$ cat src/rtl/fpmulit_radix.sv
// fpmulit_radix: iterative fixed-point multiplier, c = a*b in Q(N-D).D format.
// Retires K multiplier bits per cycle, with optional half-up rounding and
// optional output saturation enabled by the macro FPMULIT_RADIX_SATURATE_EN.
//
// Handshake: a transfer happens on a rising clk edge where val and rdy are
// both high. snd_rdy is high only in IDLE and rcv_val only in DONE, so an
// operand accept and a result delivery never share a cycle. c is held stable
// while rcv_val=1 and rcv_rdy=0.
module fpmulit_radix #(
  parameter int N     = 32,
  parameter int D     = 16,
  parameter int K     = 1,
  parameter int SIGN  = 1,
  parameter int ROUND = 0
) (
  input  logic         clk,
  input  logic         reset_n,
  input  logic         snd_val,
  output logic         snd_rdy,
  input  logic [N-1:0] a,
  input  logic [N-1:0] b,
  output logic         rcv_val,
  input  logic         rcv_rdy,
  output logic [N-1:0] c,
  output logic [1:0]   dbg_state
);

  // Accumulator width: guard bits up to the full 2N product when saturating,
  // otherwise only the bits that can reach c (plus one sign bit).
`ifdef FPMULIT_RADIX_SATURATE_EN
  localparam int AW = 2*N + 1;
`else
  localparam int AW = N + D + 1;
`endif
  localparam int STEPS = N / K;
  localparam int CW    = $clog2(STEPS) + 1;
  localparam bit SGN   = (SIGN != 0);
  localparam logic [AW-1:0] RND =
    (ROUND != 0 && D > 0) ? (AW'(1) << ((D > 0) ? D - 1 : 0)) : '0;

  if (N % K != 0) begin : g_bad_k
    $error("fpmulit_radix: N must be a multiple of K");
  end

  typedef enum logic [1:0] {
    IDLE = 2'd0,
    BUSY = 2'd1,
    DONE = 2'd2
  } state_t;

  state_t        state, state_nxt;
  logic [AW-1:0] a_ext, a_sh, acc, acc_nxt;
  logic [N-1:0]  b_sh, c_nxt;
  logic [CW-1:0] count;
  logic          last_step;

  assign a_ext     = {{(AW-N){SGN & a[N-1]}}, a};
  assign last_step = (count == CW'(STEPS - 1));
  assign snd_rdy   = (state == IDLE);
  assign rcv_val   = (state == DONE);
  assign dbg_state = state;

  // State register.
  always_ff @(posedge clk or negedge reset_n) begin
    if (!reset_n) state <= IDLE;
    else          state <= state_nxt;
  end

  // Next-state logic: accept in IDLE, iterate in BUSY, hold result in DONE.
  always_comb begin
    state_nxt = state;
    case (state)
      IDLE:    if (snd_val)   state_nxt = BUSY;
      BUSY:    if (last_step) state_nxt = DONE;
      DONE:    if (rcv_rdy)   state_nxt = IDLE;
      default:                state_nxt = IDLE;
    endcase
  end

  // Add this cycle's K partial products; the signed MSB weight is negative.
  always_comb begin
    acc_nxt = acc;
    for (int j = 0; j < K; j++) begin
      if (b_sh[j]) begin
        if (SGN && last_step && (j == K - 1)) acc_nxt = acc_nxt - (a_sh << j);
        else                                  acc_nxt = acc_nxt + (a_sh << j);
      end
    end
  end

`ifdef FPMULIT_RADIX_SATURATE_EN
  logic [AW-1:0] rnd_sum, r_full;
  logic          ovf;

  // Round, shift to the output Q format and clamp to the N-bit range.
  always_comb begin
    rnd_sum = acc_nxt + RND;
    if (SGN) r_full = $signed(rnd_sum) >>> D;
    else     r_full = rnd_sum >> D;
    if (SGN) ovf = !((&r_full[AW-1:N-1]) || !(|r_full[AW-1:N-1]));
    else     ovf = |r_full[AW-1:N];
    if (!ovf)     c_nxt = r_full[N-1:0];
    else if (SGN) c_nxt = r_full[AW-1] ? {1'b1, {(N-1){1'b0}}} : {1'b0, {(N-1){1'b1}}};
    else          c_nxt = '1;
  end
`else
  // Round and shift; the low N bits are the same for arithmetic or logical
  // shift, so overflow simply wraps.
  always_comb begin
    c_nxt = N'((acc_nxt + RND) >> D);
  end
`endif

  // Datapath registers: latch operands on accept, step while BUSY, and
  // write c on the edge that completes the final step.
  always_ff @(posedge clk or negedge reset_n) begin
    if (!reset_n) begin
      a_sh  <= '0;
      b_sh  <= '0;
      acc   <= '0;
      count <= '0;
      c     <= '0;
    end else begin
      case (state)
        IDLE: begin
          if (snd_val) begin
            a_sh  <= a_ext;
            b_sh  <= b;
            acc   <= '0;
            count <= '0;
          end
        end
        BUSY: begin
          acc   <= acc_nxt;
          a_sh  <= a_sh << K;
          b_sh  <= b_sh >> K;
          count <= count + CW'(1);
          if (last_step) c <= c_nxt;
        end
        default: ;
      endcase
    end
  end

endmodule
$ cat config.mk
export PLATFORM = sky130hd
export DESIGN_NAME = fpmulit_radix
export DESIGN_NICKNAME = d
export VERILOG_FILES = /design/src/rtl/fpmulit_radix.sv
export SDC_FILE = /design/constraint.sdc
export NUM_CORES = 1
export LEC_CHECK = 0
export BUFFER_PORTS_ARGS = -buffer_cell sky130_fd_sc_hd__buf_4
export CAP_MARGIN = 5
export CORE_MARGIN = 3
export CORE_UTILIZATION = 55
export DETAILED_ROUTE_END_ITERATION = 7
export GPL_TIMING_DRIVEN = 0
export HOLD_SLACK_MARGIN = 0.12
export PLACE_DENSITY_LB_ADDON = 0.2
export SYNTH_ARGS = -nofsm -noshare
export SYNTH_HDL_FRONTEND = slang
export SYNTH_SLANG_ARGS = --single-unit
$ cat constraint.sdc
create_clock -name clk -period 6.8 [get_ports clk]
set_input_delay 0 -clock clk [delete_from_list [all_inputs] [get_ports clk]]
set_output_delay 0 -clock clk [all_outputs]
set_load 0.01 [all_outputs]
### Word level (Yosys, flattened, before mapping)

Cells that the tools add are included.

* flip-flop bits (word level): 170
* bits in latches: 0
* RAM bits: 0
* ROM bits: 0
* output and inout bits: 36
* word-level logic and storage cells: 37
* memories: 0

* add/sub/neg operators: 3
* $mul: 0
* div/mod/pow operators: 0
* order comparisons: 0
* equality and inequality tests: 7
* shifts and indexed selects: 0
* multiplexer cells: 14
* bitwise gates (word level): 0
* reductions and logical operators: 6

Operators by type and width (count)
* 49-bit 2-to-1 mux: 4
* 49-bit one-hot mux with 2 select lines: 2
* 32-bit one-hot mux with 2 select lines: 1
* 49-bit adder: 1
* 49-bit subtractor: 1
* 32-bit 2-to-1 mux: 1
* 6-bit one-hot mux with 2 select lines: 1
* 6-bit by 1-bit adder with 6-bit output (second input constant): 1
* 6-bit by 5-bit equality test with 1-bit output (second input constant): 1
* 2-bit 2-to-1 mux: 3
* 6-bit 2-to-1 mux: 1
* 2-bit inequality test (second input constant): 3
* 2-bit one-hot mux with 3 select lines: 1
* 3-bit AND reduction: 2
* 2-bit AND reduction: 2
* 2-bit by 1-bit equality test with 1-bit output (second input constant): 1
* 2-bit equality test (second input constant): 1
* 2-bit logical NOT: 1
* 2-bit by 1-bit inequality test with 1-bit output (second input constant): 1
* 2-bit nonzero test: 1

### Longest topological paths before layout

* word-level depth: 4
* mapped depth: 20

### Worst setup path before layout

OpenSTA, ideal clock, no wires.

* path kind: register to register
* start point: register a_sh[5]
* end point: register c[28]
* library setup time: 0.125 ns
* arrival: 4.270 ns
* path slack: 2.405 ns
* cell stages (with the launch flop): 19
* cell sequence: dfrtp_1 -> or4_4 -> nor4_2 -> and4bb_2 -> inv_1 -> o21ai_0 -> xor2_1 -> ha_1 -> clkbuf_1 -> a2111oi_0 -> o211ai_1 -> o211ai_1 -> nor2_1 -> a21o_1 -> a41o_1 -> o211ai_1 -> mux2_1 -> nor3_1 -> nor3_1

* longest elaborated chain between the ends: 3
* elaborated cells on any way between the ends: 4
* classes of those cells: 2 x add/sub; 2 x mux

Ends and longest elaborated chain
* start, declared: line 52 `logic [AW-1:0] a_ext, a_sh, acc, acc_nxt;`
* start signal, assigned: line 127 `a_sh <= a_ext;`
* start signal, assigned: line 135 `a_sh <= a_sh << K;`
* 49-bit adder / 49-bit subtractor (equally long branches): line 86, 85
* 49-bit 2-to-1 mux *: line 85 `if (SGN && last_step && (j == K - 1)) acc_nxt = acc_nxt - (a_sh << j);`
* 49-bit 2-to-1 mux *: line 84 `if (b_sh[j]) begin`
* end signal, assigned: line 138 `if (last_step) c <= c_nxt;`
* end, declared: line 24 `output logic [N-1:0] c,`

Every way passes the cells marked *; elsewhere a longest branch is shown, timed or not. The select of a mux whose other input is x is not followed.
A chain may end at the register's enable or synchronous reset.

### Worst setup path after layout

* start point: register a_sh[5]
* end point: register c[30]

The elaborated chain is that of the path after synthesis.

==> impl_summary.md <==
Status
The flow ran to the end, and the final reports show no timing, DRC or antenna violations.

Layout
Fill cells in the final layout number between 1500 and 2000. The area of all sequential standard cells is 4204 sq um. The area of the multi-input gates is 6829 sq um. In the final layout, the share of cells above drive strength 1 is 10.36%.

The final standard cell area without fillers is about 14000 sq um. The fraction of the core area covered by cells at the end of the flow is between 60% and 70%. The antenna diode instance count is 0. In the final design database the tool counted between 1500 and 2000 nets. From synthesis to final layout, the design area changed by 21.13%.

Die
The total area inside the core boundary comes to between 20000 and 25000 sq um. The floorplan has 52 rows. The initial standard-cell utilization of the core is 56.60%. The floorplan step set the die height to between 150 and 200 um. The floorplan step defined a die boundary enclosing around 23000 sq um. Measured along the x axis, the die boundary spans 151 um. The count of boundary I/O pins is 104.

Yosys
Counting every net in the synthesized netlist gives 1461. Summed over all instances, the cell type with the most area after synthesis is sky130_fd_sc_hd__dfrtp_1. By count the netlist is led by sky130_fd_sc_hd__dfrtp_1, sky130_fd_sc_hd__a21oi_1, sky130_fd_sc_hd__o21ai_0. The total standard cell area after synthesis is 11560 sq um. The count of synthesis-stage warnings from yosys is 0. The fraction of the yosys area taken by sequential cells is 36.36%. The flop and latch count out of synthesis is 168.

The proportion of synthesized flip-flops having asynchronous set or reset is 100.0%. The synthesized design devotes to its leading area cell type between 30% and 40% of total area. The most used flip-flop cell after synthesis is sky130_fd_sc_hd__dfrtp_1. In the post-synthesis netlist, the cell with the most instances is sky130_fd_sc_hd__dfrtp_1. Yosys attributes the largest share of cell area to sky130_fd_sc_hd__dfrtp_1, sky130_fd_sc_hd__a21oi_1, sky130_fd_sc_hd__o21ai_0. A synthesized cell averages approximately 8.6 sq um. The number of distinct standard cells referenced by the synthesized netlist is 71. The number of synthesized flops with an enable pin is 0. The post-synthesis cell count is 1342.

Setup path
The endpoint required time on the critical path is 7160 ps. The element type at the critical path start is a register. The largest fanout on the critical path is 8.

By startpoint and endpoint, the worst setup path is classified as reg2reg. The critical path arrival is 5650 ps. The nature of the critical path endpoint is a register.

Clocking
TritonCTS created 17 clock buffers. Clock-pin slew was measured on the worst setup and hold paths at 80 ps. For this design, the sink count on the clock tree is 168.

TritonCTS built the clock tree. The maximum clock path buffer count is 2. The insertion delay to the later sink of the worst-skew pair is 440 ps. The cell sitting at the root of the clock tree is a sky130_fd_sc_hd__clkbuf_16. The H-tree depth reported by CTS is 4. Post-CTS timing repair inserted 0 buffers for setup.

Drt
Dividing the detail-routed wire length by the instance count gives roughly 19 um. The via count of the routed design is ~11000. The post-detailed-route DRC marker count is 0.

The number of vias per cell after detailed routing is 6.224. Before antenna repair, the detailed router went through 6 iterations. The first routing iteration left 992 violations. The total detailed-routing wirelength is 34260 um.

The count of nets left with antenna violations once routing finished came out at 0.

Global routing
The first global-routing pass estimated 54870 um of wire. The total track usage is 30.08%. The number of antenna violations at the first check in global routing was 0. The number of global-route vias before repair is between 10000 and 15000. The total overflow reported by the global router is 0.

Entering global routing, the biggest net connects 110 pins.

Timing
The number of hold-slack violations in the final timing report was 0. The total count of max-transition violations in the final report is 0. The number of endpoints failing setup at the final stage is 0. The worst clock skew on the final layout is between 10 and 15 ps. Measured against its own limit, the worst slew margin works out to around 28%. For the pin with the worst max-slew slack, the measured transition is 1072 ps.

Setup repair after global routing left no endpoint under its margin. The final worst-path cycle share is ~80%. The tightest hold path in the finished design has a slack of roughly 130 ps. The maximum frequency from static timing analysis is roughly 190 MHz.

The total negative setup slack is 0 ps. The worst path needs between 5000 and 6000 ps of the cycle, external delays included.

Placement
The estimated wirelength of the detail-placed design is roughly 24000 um. In this run the cell area measured after placement is 12700 sq um. The congestion estimate from routability-driven global placement came to 0.9148.

Buffers placed on the I/O ports in this run total between 100 and 150.

Min path
The class of the tightest hold or removal check is in2async.

Job
Max-cap violations in this run came to 0.
==> registers in the layout, indices dropped and copies added (netlist names) <==
register,count
a_sh,48
acc,48
b_sh,32
c,32
count,6
dbg_state,2
==> routing by layer <==
layer / global-route usage (%) / vias up / wire (um)
li1: - / 5274 / -
met1: 40.61 / 5447 / 14940
met2: 49.23 / 502 / 16010
met3: 5.177 / 74 / 2395
met4: 10.15 / 0 / 921
met5: 0 / - / 0
==> stage by stage <==
step | instances | worst slack, ps
after global placement | 1714 | 1254
after detailed placement | 1715 | 1222
after global routing | 1815 | 1171
final | 1815 | 1511
after floorplan | 1342 | 2405
after CTS | 1814 | 1191
==> worst max-delay path: stages, from the launching register on <==
cell,delay (ps)
sky130_fd_sc_hd__dfrtp_1,470
sky130_fd_sc_hd__or4_4,600
sky130_fd_sc_hd__nor4_2,280
sky130_fd_sc_hd__nand2_1,190
sky130_fd_sc_hd__nor3_1,560
sky130_fd_sc_hd__nand2_1,110
sky130_fd_sc_hd__o21ai_0,240
sky130_fd_sc_hd__xor2_1,280
sky130_fd_sc_hd__ha_1,280
sky130_fd_sc_hd__clkbuf_1,190
sky130_fd_sc_hd__inv_1,90
sky130_fd_sc_hd__o21bai_1,80
sky130_fd_sc_hd__a21o_1,190
sky130_fd_sc_hd__a21o_1,190
sky130_fd_sc_hd__a2111oi_0,410
sky130_fd_sc_hd__a21oi_1,200
sky130_fd_sc_hd__a221oi_1,360
sky130_fd_sc_hd__xnor2_1,200
sky130_fd_sc_hd__mux2i_1,120
sky130_fd_sc_hd__a21oi_1,160
==> worst paths after layout <==
| path | endpoint | slack [ps] | from | cells past startpoint |
|---|---|---|---|---|
| min in group clk | dbg_state[1] | 310 | rcv_rdy | 3 |
| max reg2reg | c[30] | 1510 | a_sh[5] | 19 |
| max in group asynchronous | acc[4] | 6120 | reset_n | 3 |
| max | c[30] | 1510 | a_sh[5] | 19 |
| min reg2reg | c[4] | 480 | c[4] | 2 |
| min | c[3] | 130 | reset_n | 3 |
==> timing repair <==
item | 4_1_cts | 5_1_grt
hold buffers | 67 | 0
gates resized for setup | 0 | 0
endpoints found under the hold margin | 237 | 0
==> cell usage in the layout (no fill, tap or decap), drive strengths merged, types with 4 or more instances in the layout <==
| cell type | Yosys | routed |
|---|---|---|
| xor2 | 38 | 38 |
| nand2 | 94 | 94 |
| a21o | 42 | 42 |
| o211ai | 10 | 10 |
| nand3 | 18 | 18 |
| nor3 | 25 | 25 |
| o21a | 4 | 4 |
| or3 | 4 | 4 |
| or4 | 5 | 5 |
| and2 | 5 | 5 |
| a22o | 20 | 20 |
| nand4 | 11 | 11 |
| inv | 30 | 38 |
| a2bb2oi | 5 | 5 |
| xnor2 | 51 | 51 |
| o41ai | 4 | 4 |
| dfrtp | 168 | 168 |
| a221o | 17 | 17 |
| buf | 15 | 119 |
| mux2i | 21 | 21 |
| and3 | 4 | 4 |
| o21bai | 8 | 8 |
| nor2b | 64 | 64 |
| o31ai | 9 | 9 |
| nor4 | 7 | 7 |
| mux2 | 5 | 5 |
| dlygate4sd3 | 0 | 66 |
| ha | 50 | 50 |
| o21ai | 153 | 153 |
| clkbuf | 94 | 113 |
| nor3b | 9 | 9 |
| nand2b | 33 | 33 |
| a22oi | 63 | 63 |
| nor2 | 54 | 54 |
| a21oi | 152 | 152 |
| a31oi | 12 | 12 |
==> final cells by class <==
cell class	instances	share of cell area (%)
multi-input cells	1035	48.75
inverters	30	0.8039
flip-flops and latches	168	30.01
well taps	270	2.412
clock inverters	14	1.286
plain buffers	109	2.983
repair buffers	171	10.68
clock buffers	18	3.064
==> kinds of logic after synthesis <==
family | after synthesis | share of synthesized area [%]
compound gates | 527 | 28.70
simple gates | 342 | 15.73
flops | 168 | 36.36
buf+inv | 139 | 4.588
xor+xnor | 89 | 6.741
fa+ha+maj | 51 | 5.583
mux | 26 | 2.305
Power is not shown: default switching activity piles up to over one toggle a cycle in this logic, so the estimate is an artifact.
